File: src/rtl/mac_pkg.sv
// Shared MAC lane types and the OFM collector state encoding.
package mac_pkg;

  localparam int MAC_LANE_GROUP = 8;

  typedef struct packed {
    logic [31:0] data;
    logic        output_end;
  } mac_lane_ofm_port;

  typedef struct packed {
    logic is_nan;
    logic is_inf;
  } mac_lane_monitor;

  typedef enum logic [0:0] {
    COL_IDLE  = 1'b0,
    COL_DRAIN = 1'b1
  } collector_state_e;

endpackage

File: src/rtl/mac_lane_prio_sel.sv
// Lowest-set-bit index over the pending mask, plus a flag that exactly one bit is set.
module mac_lane_prio_sel
  import mac_pkg::*;
#(
  parameter  int N_LANE = MAC_LANE_GROUP,
  localparam int IW     = $clog2(N_LANE)
) (
  input  logic [N_LANE-1:0] mask_i,
  output logic [IW-1:0]     idx_o,
  output logic              one_left_o
);

  // Scan from the top down so the lowest set bit is the last one written.
  always_comb begin
    idx_o = '0;
    for (int i = N_LANE - 1; i >= 0; i--) begin
      idx_o = mask_i[i] ? IW'(i) : idx_o;
    end
    one_left_o = (mask_i != '0) && ((mask_i & (mask_i - N_LANE'(1))) == '0);
  end

endmodule

File: src/rtl/mac_ofm_collector.sv
// Captures a group of MAC lane results and serializes the valid lanes in ascending order.
// Optional sticky NaN/Inf status is enabled with the MAC_OFM_MONITOR_EN macro.
module mac_ofm_collector
  import mac_pkg::*;
#(
  parameter  int N_LANE = MAC_LANE_GROUP,
  localparam int LW     = $clog2(N_LANE)
) (
  input  logic                               clk,
  input  logic                               rst,
  input  mac_lane_ofm_port [N_LANE-1:0]      i_ofm,
  input  mac_lane_monitor  [N_LANE-1:0]      i_monitor,
  input  logic             [N_LANE-1:0]      i_valid,
  output logic                               o_in_ready,
  output logic             [31:0]            o_data,
  output logic             [LW-1:0]          o_lane,
  output logic                               o_end,
  output logic                               o_last,
  output logic                               o_valid,
  input  logic                               i_out_ready,
  input  logic                               i_status_clr,
  output logic                               o_sticky_nan,
  output logic                               o_sticky_inf
);

  collector_state_e                state_q, state_d;
  logic             [N_LANE-1:0]   pending_q, pending_d;
  mac_lane_ofm_port [N_LANE-1:0]   ofm_q;
  logic             [LW-1:0]       sel_s;
  logic                            one_left_s;
  logic                            capture_s;
  logic                            handshake_s;

  mac_lane_prio_sel #(.N_LANE(N_LANE)) u_prio_sel (
    .mask_i     (pending_q),
    .idx_o      (sel_s),
    .one_left_o (one_left_s)
  );

  // Next-state, pending-mask update and handshake signalling.
  always_comb begin
    state_d     = state_q;
    pending_d   = pending_q;
    o_valid     = 1'b0;
    o_in_ready  = 1'b0;
    capture_s   = 1'b0;
    handshake_s = 1'b0;
    case (state_q)
      COL_IDLE: begin
        o_in_ready = 1'b1;
        if (|i_valid) begin
          capture_s = 1'b1;
          pending_d = i_valid;
          state_d   = COL_DRAIN;
        end else begin
          state_d   = COL_IDLE;
        end
      end
      COL_DRAIN: begin
        o_valid     = 1'b1;
        handshake_s = i_out_ready;
        if (i_out_ready) begin
          pending_d = pending_q & ~(N_LANE'(1) << sel_s);
          // The final handshake doubles as the accept slot for the next group.
          if (one_left_s) begin
            o_in_ready = 1'b1;
            if (|i_valid) begin
              capture_s = 1'b1;
              pending_d = i_valid;
            end else begin
              state_d   = COL_IDLE;
            end
          end else begin
            state_d = COL_DRAIN;
          end
        end else begin
          state_d = COL_DRAIN;
        end
      end
      default: begin
        state_d   = COL_IDLE;
        pending_d = '0;
      end
    endcase
  end

  // State and pending-mask registers.
  always_ff @(posedge clk) begin
    if (rst) begin
      state_q   <= COL_IDLE;
      pending_q <= '0;
    end else begin
      state_q   <= state_d;
      pending_q <= pending_d;
    end
  end

  // Captured lane results.
  always_ff @(posedge clk) begin
    if (rst) begin
      ofm_q <= '0;
    end else if (capture_s) begin
      ofm_q <= i_ofm;
    end else begin
      ofm_q <= ofm_q;
    end
  end

  assign o_data = o_valid ? ofm_q[sel_s].data : 32'd0;
  assign o_lane = o_valid ? sel_s : '0;
  assign o_end  = o_valid & ofm_q[sel_s].output_end;
  assign o_last = o_valid & one_left_s;

`ifdef MAC_OFM_MONITOR_EN
  mac_lane_monitor [N_LANE-1:0] mon_q;
  logic                         nan_q;
  logic                         inf_q;

  // Captured monitor flags and sticky status; a set beats a simultaneous clear.
  always_ff @(posedge clk) begin
    if (rst) begin
      mon_q <= '0;
      nan_q <= 1'b0;
      inf_q <= 1'b0;
    end else begin
      if (capture_s) begin
        mon_q <= i_monitor;
      end else begin
        mon_q <= mon_q;
      end
      if (handshake_s && mon_q[sel_s].is_nan) begin
        nan_q <= 1'b1;
      end else if (i_status_clr) begin
        nan_q <= 1'b0;
      end else begin
        nan_q <= nan_q;
      end
      if (handshake_s && mon_q[sel_s].is_inf) begin
        inf_q <= 1'b1;
      end else if (i_status_clr) begin
        inf_q <= 1'b0;
      end else begin
        inf_q <= inf_q;
      end
    end
  end

  assign o_sticky_nan = nan_q;
  assign o_sticky_inf = inf_q;
`else
  logic unused_monitor_s;
  assign unused_monitor_s = ^{i_monitor, i_status_clr, handshake_s};
  assign o_sticky_nan     = 1'b0;
  assign o_sticky_inf     = 1'b0;
`endif

endmodule

File: config.mk
export PLATFORM = sky130hd
export DESIGN_NAME = mac_ofm_collector
export DESIGN_NICKNAME = d
export VERILOG_FILES = /design/src/rtl/mac_pkg.sv /design/src/rtl/mac_lane_prio_sel.sv /design/src/rtl/mac_ofm_collector.sv
export SDC_FILE = /design/constraint.sdc
export NUM_CORES = 1
export LEC_CHECK = 0
export ABC_AREA = 1
export CORE_ASPECT_RATIO = 1.5
export CORE_UTILIZATION = 50
export DETAILED_ROUTE_END_ITERATION = 8
export PLACE_DENSITY = 0.92
export SLEW_MARGIN = 10
export SYNTH_ARGS = -nofsm -noshare
export SYNTH_HDL_FRONTEND = slang
export SYNTH_SLANG_ARGS = --single-unit
File: constraint.sdc
create_clock -name clk -period 2.8 [get_ports clk]
set_input_delay 0.56 -clock clk [delete_from_list [all_inputs] [get_ports clk]]
set_output_delay 0.56 -clock clk [all_outputs]
set_load 0.01 [all_outputs]
==> impl_metrics.py <==
metrics = {
    "timing": {
        "period_needed_ns": 3.21,
        "fmax_mhz": 312,
        "final.setup.tns_ns": -7.66,
        "hold_viol": 0,
        "setup_ws_ns": -0.406,
        "rsz0062_at_grt": "true",
        "clock_skew_ns": 0.0207,
        "maxSlewViolCount": 0,
        "fin_crit_sh_pct": 114,
        "setup_viol": 34,
    },
    "logic_synthesis": {
        "syn_inst": 2335,
        "synth_fa_ha_area_share_pct": 0,
        "yosysSeqAreaShare_pct": 39.5,
        "yosys.area.top_type_share_pct": 39.5,
        "yosys.area_share.simple_pct": 41.1,
        "yosys.area.top_type": "dfxtp_1",
        "yosysWarnings": 0,
        "synth_top_cells_by_area": "dfxtp_1 40%, nand2_1 23%, nor2_1 15%, inv_1 8.4%, a21oi_1 2.7%",
        "syn_area_um2": 13800,
        "synth_compound_area_share_pct": 4.99,
        "syn_area_per_cell_um2": 5.92,
        "synth_top_family_by_area": "simple AND/OR/NAND/NOR gates",
        "ys_seq_elements": 273,
        "synth-xor-area-share_pct": 0,
        "synthDistinctLibCells": 24,
        "muxShareOfSynthArea_pct": 0,
    },
    "finish": {
        "fin_cells": 3077,
        "nFillCells": 1966,
        "final_area_um2": 20100,
        "final_nets": 2997,
        "drive_above_1_share_pct": 16.1,
        "area_growth_pct": 45.8,
        "seq_area_um2": 5480,
        "multiInputGateArea_um2": 7230,
    },
    "grt": {
        "grtUsageTotal_pct": 35.3,
        "grt_pass1_vias": 15282,
        "grt_antenna_before_repair": 14,
        "overflow": 0,
        "grt_pass1_wl_um": 76400,
        "grt_max_degree": 63,
    },
    "placed_design": {
        "dpl_worst_slack_ns": -0.269,
        "dp_cells": 2975,
        "dp_hpwl_um": 33400,
        "numPortBuffers": 313,
        "place_congestion": 0.919,
        "place_area_um2": 17900,
    },
    "clock_network": {
        "cts_tree": "yes",
        "clk_path_buf_depth": 3,
        "cts_max_level": 1,
        "cts-root-buf": "clkbuf_16",
        "cts_hold_buf": 0,
        "clk_pin_slew_ns": 0.07,
        "numCtsBuffers": 26,
        "clock_latency_ns": 0.55,
        "cts_sinks": 273,
    },
    "critical_path": {
        "crit_fanout": 8,
        "reg2reg_from": "pending_q[2]",
        "startpoint": "pending_q[5]",
        "cp_data_arrival_time_ns": 2.65,
        "crit_path_end_kind": "output pin",
        "crit_type": "flop to output pin",
        "required_ns": 2.24,
        "start_kind": "flop",
    },
    "power_and_ir_drop": {
        "p_int_w": 0.00935,
        "p_seq_share_pct": 30.9,
        "swShare_pct": 39.1,
        "combPwrFrac_pct": 47.1,
        "power_leakage_nw": 10.1,
        "pwr-share-clk_pct": 22.0,
        "worst_ir_drop_vdd_mv": 0.588,
        "switchingPower_w": 0.00601,
        "p_per_area_nw_per_um2": 762,
    },
    "floorplan": {
        "core_area_um2": 27200,
        "die-width_um": 138,
        "die_area_um2": 28300,
        "rows": 74,
        "die_h_um": 206,
        "io_pins": 333,
        "start_util_pct": 50.8,
    },
    "routing": {
        "drc": 0,
        "vias_per_cell": 5.13,
        "wl_um": 52200,
        "drt_first_pass_iters": 6,
        "vias": 15778,
        "wl_per_cell_um": 17.0,
        "drt_iter0_drc": 1423,
        "ant_nets": 0,
    },
    "outcome": {
        "violations": "setup timing",
        "status": "finished with violations",
    },
    "flow_run": {
        "maxCapViolCount": 0,
    },
    "min_path": {
        "hold_path_class": "flop to flop",
        "hp-start": "ofm_q[205]",
    },
}
-- layout make-up --
class	count	share of cell area (%)
multi-input cells	1615	35.9
flip-flops and latches	273	27.2
repair buffers	471	24.7
inverters	318	5.99
clock buffers	38	3.71
well taps	342	2.12
clock inverters	6	0.180
diodes	14	0.174
-- critical path, cell delays in order (launching register included) --
cell	delay, ns
dfxtp_2	0.34
inv_2	0.06
nand2_1	0.06
nand3_2	0.07
nand2_2	0.06
nand2_4	0.09
buf_6	0.11
nor2_4	0.03
buf_12	0.16
buf_16	0.15
nand2_1	0.20
nand2_1	0.13
a21oi_4	0.22
nand3_2	0.10
nand2_1	0.10
nand2_2	0.06
inv_1	0.05
buf_2	0.12
-- layer usage --
metal	GRT usage (%)	up-vias	routed length, um
met5	0	-	11
met3	5.96	240	4100
li1	-	7564	-
met4	27.5	2	4060
met1	37.0	7107	17900
met2	61.7	865	26100
-- cell usage after synthesis --
cell / count
nand2_1: 856
nor2_1: 541
inv_1: 309
dfxtp_1: 273
a21oi_1: 74
o21ai_0: 59
nand3_1: 57
buf_2: 45
clkbuf_1: 45
buf_6: 29
nand2_2: 13
buf_4: 8
inv_2: 8
buf_1: 3
nand4_1: 3
nor2_2: 3
nor4_1: 2
a21oi_2: 1
clkinv_1: 1
conb_1: 1
nand2_4: 1
o211ai_1: 1
o21bai_1: 1
or2_2: 1
-- what timing repair did --
| action | 4_1_cts | 5_1_grt |
|---|---|---|
| buffers inserted | 32 | 17 |
| gates resized for setup | 326 | 133 |
| pin swaps | 49 | 69 |
| cloned | 7 | 1 |
| endpoints found under the setup margin | 37 | 36 |
-- flip-flops by register name, summed over array words and instances (netlist names) --
name / cells
pending_q: 8
state_q: 1
ofm_q: 264
-- cells by family after synthesis --
logic type | count (synthesis)
AND/OR/NAND/NOR | 1477
flip-flops | 273
AO/OA/AOI/OAI | 136
buffers and inverters | 448
other | 1
-- cell usage in the layout, fill, tap and decap left out, types with 19 or more instances in the layout --
cell	n
a21oi_1	36
inv_1	302
o21ai_1	19
buf_6	29
o21ai_0	28
buf_12	42
nor2_1	536
a21oi_4	20
buf_4	84
buf_2	25
clkdlybuf4s50_1	275
nand2_1	769
dfxtp_1	267
clkbuf_16	28
nand2_2	82
a21oi_2	19
nand3_1	32
-- path summary, 6_finish.rpt --
check                           cells past startpoint          to  slack, ns
worst max-delay path                               17  o_data[11]      -0.41
worst min-delay path                                4  ofm_q[205]       0.51
worst max register to register                     20  ofm_q[213]       0.10
worst min register to register                      4  ofm_q[205]       0.51
-- power groups by stage --
stage	combinational (W)	clock (W)	sequential, W
global placement	0.00574	0	0.00476
CTS	0.00660	0.00337	0.00471
finish	0.00724	0.00338	0.00475
global route	0.00781	0.00354	0.00479
detailed placement	0.00587	0	0.00479
floorplan	0.00345	0	0.00474
-- through the flow --
| step | hold WS, ns | total power [W] | utilization [%] |
|---|---|---|---|
| global placement | 0.494 | 0.0105 | 65.6 |
| global route | 0.541 | 0.0161 | 74.0 |
| CTS | 0.511 | 0.0147 | 72.0 |
| floorplan | 0.462 | 0.00819 | - |
| detailed placement | 0.495 | 0.0107 | 65.6 |
| finish | 0.513 | 0.0154 | 74.0 |
No activity file was read; power rests on OpenSTA's default activity.
